--- config.mk ---
export PLATFORM = sky130hd
export DESIGN_NAME = uart_digit_rx
export DESIGN_NICKNAME = d
export VERILOG_FILES = /design/src/rtl/uart_digit_rx.sv
export SDC_FILE = /design/constraint.sdc
export NUM_CORES = 1
export LEC_CHECK = 0
export ABC_AREA = 1
export ABC_CLOCK_PERIOD_IN_PS = 1300
export CELL_PAD_IN_SITES_DETAIL_PLACEMENT = 1
export CELL_PAD_IN_SITES_GLOBAL_PLACEMENT = 1
export CORE_MARGIN = 2
export CORE_UTILIZATION = 37
export CTS_CLUSTER_DIAMETER = 30
export DETAILED_ROUTE_END_ITERATION = 10
export GPL_TIMING_DRIVEN = 0
export PLACE_DENSITY_LB_ADDON = 0.1
export SETUP_SLACK_MARGIN = 0.5
export SYNTH_ARGS = -nofsm -noshare
export SYNTH_HDL_FRONTEND = slang
export SYNTH_SLANG_ARGS = --single-unit
--- constraint.sdc ---
create_clock -name CLK100MHZ -period 1.3 [get_ports CLK100MHZ]
set_input_delay 0.325 -clock CLK100MHZ [delete_from_list [all_inputs] [get_ports CLK100MHZ]]
set_output_delay 0.325 -clock CLK100MHZ [all_outputs]
set_load 0.005 [all_outputs]
--- src/rtl/uart_digit_rx.sv ---
// uart_digit_rx: UART 8N1 receiver for the PMOD RX pin, with ASCII digit detection
// for the seven-segment display path.
//
// Parameters
//   CLK_HZ        system clock frequency
//   BAUD          line rate
//   CLKS_PER_BIT  clocks per bit (override for simulation)
//
// Ports
//   CLK100MHZ        in   system clock, rising edge
//   rst              in   synchronous reset, active-high
//   uart_rx_of_pmod  in   raw asynchronous UART line, idle high
//   rx_data          out  last good byte, held until the next good byte
//   rx_valid         out  1-cycle pulse when rx_data updates
//   digit            out  rx_data-0x30 for '0'..'9', held otherwise
//   digit_valid      out  1-cycle pulse alongside rx_valid, digits only
//   frame_err        out  1-cycle pulse when the stop bit is sampled low
//   busy             out  high whenever the receiver is not idle
module uart_digit_rx #(
  parameter int unsigned CLK_HZ       = 100_000_000,
  parameter int unsigned BAUD         = 9600,
  parameter int unsigned CLKS_PER_BIT = CLK_HZ / BAUD
) (
  input  logic       CLK100MHZ,
  input  logic       rst,
  input  logic       uart_rx_of_pmod,
  output logic [7:0] rx_data,
  output logic       rx_valid,
  output logic [3:0] digit,
  output logic       digit_valid,
  output logic       frame_err,
  output logic       busy
);

  localparam int unsigned CW = (CLKS_PER_BIT > 1) ? $clog2(CLKS_PER_BIT) : 1;
  localparam logic [CW-1:0] HALF_M1 = CW'(CLKS_PER_BIT / 2 - 1);
  localparam logic [CW-1:0] FULL_M1 = CW'(CLKS_PER_BIT - 1);

  typedef enum logic [2:0] {
    IDLE,
    START,
    DATA,
    STOP,
    WAIT_HIGH
  } state_t;

  state_t        state;
  logic          sync1;
  logic          rxs;
  logic [CW-1:0] cnt;
  logic [2:0]    bit_idx;
  logic [7:0]    shreg;

  always_ff @(posedge CLK100MHZ) begin
    if (rst) begin
      sync1       <= 1'b1;
      rxs         <= 1'b1;
      state       <= IDLE;
      cnt         <= '0;
      bit_idx     <= '0;
      shreg       <= '0;
      rx_data     <= '0;
      rx_valid    <= 1'b0;
      digit       <= '0;
      digit_valid <= 1'b0;
      frame_err   <= 1'b0;
      busy        <= 1'b0;
    end else begin
      sync1       <= uart_rx_of_pmod;
      rxs         <= sync1;
      rx_valid    <= 1'b0;
      digit_valid <= 1'b0;
      frame_err   <= 1'b0;

      case (state)
        IDLE: begin
          if (!rxs) begin
            state <= START;
            cnt   <= '0;
            busy  <= 1'b1;
          end
        end

        START: begin
          if (cnt == HALF_M1) begin
            cnt <= '0;
            if (!rxs) begin
              state   <= DATA;
              bit_idx <= '0;
            end else begin
              // Start bit gone by mid-bit: treat as a glitch.
              state <= IDLE;
              busy  <= 1'b0;
            end
          end else begin
            cnt <= cnt + 1'b1;
          end
        end

        DATA: begin
          // Sampling point sits one full bit after mid start, i.e. mid data bit.
          if (cnt == FULL_M1) begin
            cnt   <= '0;
            shreg <= {rxs, shreg[7:1]};
            if (bit_idx == 3'd7) state <= STOP;
            else                 bit_idx <= bit_idx + 1'b1;
          end else begin
            cnt <= cnt + 1'b1;
          end
        end

        STOP: begin
          if (cnt == FULL_M1) begin
            cnt <= '0;
            if (rxs) begin
              rx_data  <= shreg;
              rx_valid <= 1'b1;
              if (shreg >= 8'h30 && shreg <= 8'h39) begin
                digit       <= shreg[3:0];
                digit_valid <= 1'b1;
              end
              // Leave at mid stop so a start edge half a bit later is caught.
              state <= IDLE;
              busy  <= 1'b0;
            end else begin
              frame_err <= 1'b1;
              state     <= WAIT_HIGH;
            end
          end else begin
            cnt <= cnt + 1'b1;
          end
        end

        WAIT_HIGH: begin
          // A break or stuck-low line must not retrigger reception.
          if (rxs) begin
            state <= IDLE;
            cnt   <= '0;
            busy  <= 1'b0;
          end
        end

        default: begin
          state <= IDLE;
          cnt   <= '0;
          busy  <= 1'b0;
        end
      endcase
    end
  end

endmodule

==> results_dict.tcl <==
set metrics [dict create \
    avgRoutedWirePerCell_um 13.5 \
    core_sq_um 6030 \
    post-route-period-util_pct 112 \
    peakVddDrop_mv 1.19 \
    yosys_register_bits 46 \
    syn-num-nets 349 \
    die_h_um 83.6 \
    grt_pass1_vias 2210 \
    max_freq_ghz 0.685 \
    fp-row-count 28 \
    synth_edf_count 0 \
    die_x_um 83.6 \
    maxSlewViolCount 0 \
    rsz0062_at_grt "yes" \
    drt_pre_antenna_iters 4 \
    insertion_delay_ps 300 \
    synth_warnings 0 \
    setup.worst_path.start "cnt[0]$_SDFFE_PP0P_" \
    tightest_slew_ps 446 \
    path_max_fanout 5 \
    rr_startpoint "cnt[0]$_SDFFE_PP0P_" \
    synth_top_area_share_pct 39.3 \
    ant_nets 0 \
    crit_top_cell "nor2_4" \
    root_buffer "clkbuf_8" \
    htree_levels 2 \
    place_ws_ps -688 \
    endpoint "shreg[0]$_SDFFE_PP0P_" \
    synthDistinctLibCells 34 \
    r2r_slack_ps -160 \
    p_leak_uw 0.00134 \
    drtIter0Drc 69 \
    synth-adder-area-share_pct 1.60 \
    yosys-top-cells-area "dfxtp_1 (39%), nand2_1 (12%), inv_1 (8.3%), nor2_1 (8.3%), a21oi_1 (4.3%)" \
    arrival_ps 1660 \
    worst_hold_startpoint "sync1$_SDFF_PP1_" \
    r2r-end "shreg[0]$_SDFFE_PP0P_" \
    antenna_found_initial 0 \
    viasPerCell 4.89 \
    yosysTopAreaCell "dfxtp_1" \
    vias 2238 \
    clock-sinks 46 \
    final.setup_skew_ps 7.17 \
    startpoint_type "flop" \
    syn-cell-area_sq_um 2340 \
    numCtsBuffers 5 \
    setup_viol 41 \
    synthCells 343 \
    cap_violations 0 \
    initial_utilization_pct 38.9 \
    clock_path_buffers 2 \
    fin_crit_ps 1460 \
    hpwl_mm 4.25 \
    synthMostInstantiatedCell "nand2_1" \
    end_kind "flop" \
    synth_commonest_cells "nand2_1 (75), inv_1 (52), nor2_1 (52)" \
    total_power_uw 4710 \
    grt_pass1_wl_mm 10.7 \
    routed_wl_mm 6.18 \
    yosysSeqAreaShare_pct 39.3 \
    async_flop_share_pct 0 \
    drive_above_1_share_pct 43.9 \
    violations "setup timing" \
    synth_top_family_by_area "simple AND/OR/NAND/NOR gates" \
    synthMuxAreaShare_pct 0 \
    worstRegToRegCells 9 \
    outcome "finished with violations" \
    cp.required_ps 1500 \
    syn_area_per_cell_sq_um 6.83 \
    clk_pin_slew_ps 90 \
    slew_headroom_pct 70.0 \
    worstPathCellList "ha_4, nand3_4, nor2_4, nand2_4, nor2_4, buf_4, or2_2, inv_1, nor2_1" \
    power.density_nw_per_um2 1490 \
    fp.dieArea_sq_um 6990 \
    path_class "reg -> reg" \
    hold_path.class "reg -> reg" \
    critPathSlowestCell "dfxtp_4" \
    synth-compound-area-share_pct 11.1 \
    syn_to_final_growth_pct 34.5 \
    tritoncts "done" \
    grt_max_degree 16 \
    worst_path_largest_cell_delay_ps 360 \
    setup_slack_ps -159 \
    whs_ps 428 \
    gr-total-overflow 0 \
    portBuffers 18 \
    globalRouteTotalUtil_pct 18.6 \
    nets 388 \
    ioPinCount 19 \
    drc_errors 0 \
    gp_congestion 0.797 \
    ys.flop_type "dfxtp_1" \
    hold_viol 0 \
    n_antenna_cell 0 \
    synth_xor_area_share_pct 0.747 \
    postCtsHoldBufs 0 \
    synth-simple-area-share_pct 35.5 \
]
## logic make-up after synthesis
group	Yosys count
buf+inv	67
simple gates	176
fa+ha+maj	3
xor+xnor	2
flops	46
compound gates	49
## where the power goes
group,leakage (uW),internal (uW),switching [uW],total [uW]
clock,0.0000504,572,511,1080
combinational,0.000905,704,1250,1960
sequential,0.000387,1540,135,1670
total,0.00134,2810,1900,4710
## registers in the layout, indices dropped and copies added, names as in the netlist
| name | count |
|---|---|
| state | 3 |
| rx_data | 8 |
| frame_err | 1 |
| shreg | 8 |
| busy | 1 |
| digit_valid | 1 |
| sync1 | 1 |
| digit | 4 |
| rx_valid | 1 |
| cnt | 14 |
| bit_idx | 3 |
| rxs | 1 |
## worst min-delay path by stage
stage	endpoint	cells after the start	slack (ps)
after CTS	rxs$_SDFF_PP1_	1	430
after floorplan	rxs$_SDFF_PP1_	1	390
after global placement	rxs$_SDFF_PP1_	1	400
final	rxs$_SDFF_PP1_	1	430
after global routing	rxs$_SDFF_PP1_	1	450
after detailed placement	rxs$_SDFF_PP1_	1	410
## worst max-delay path, delay by kind of cell, from the launching register on
| family | cells | cell delay, ps |
|---|---|---|
| adders and majority gates | 1 | 180 |
| buffers and inverters | 2 | 190 |
| DFF | 1 | 360 |
| and+or+nand+nor | 6 | 620 |
## area by class of cell
class                           instances  area, sq um
Fill cell                             771         2870
Multi-Input combinational cell        231         1460
Sequential cell                        46          965
Inverter                               60          238
Timing Repair Buffer                   31          228
Tap cell                               75         93.8
Clock buffer                            5         68.8
Buffer                                  7         60.1
Clock inverter                          3         45.0
## through the flow
stage	utilization (%)	setup TNS [ps]	cell area [sq um]	cells
2_1_floorplan	-	0	2410	343
3_5_place_dp	44.6	-19090	2690	436
6_report	52.3	-3670	3150	458
4_1_cts	49.2	-5110	2970	457
5_1_grt	52.3	-7400	3150	458
3_3_place_gp	44.6	-19030	2690	436
## routing by layer
| metal | wire [um] | vias up | track usage, % |
|---|---|---|---|
| li1 | - | 1137 | - |
| met1 | 2910 | 1078 | 25.2 |
| met2 | 3080 | 18 | 30.8 |
| met3 | 138 | 5 | 3.56 |
| met4 | 49 | 0 | 3.81 |
| met5 | 0 | - | 0 |
## repair_timing
| item | in CTS | in global routing |
|---|---|---|
| resized for setup | 126 | 60 |
| pin swaps | 15 | 14 |
| endpoints found under the setup margin | 62 | 60 |
| gates cloned | 3 | 0 |
| buffers inserted | 10 | 1 |
## placed cells by master, fill, tap and decap left out, types with 10 or more instances in the layout
master | Yosys | final
o21ai_2 | 0 | 12
buf_2 | 2 | 14
nor2_1 | 52 | 41
a21oi_2 | 0 | 13
nand2_2 | 7 | 16
nor2_2 | 1 | 10
buf_4 | 0 | 12
nand2_1 | 75 | 61
dfxtp_1 | 46 | 17
dfxtp_2 | 0 | 26
inv_1 | 52 | 48
Note: power is estimated with default switching activity, not from simulation.
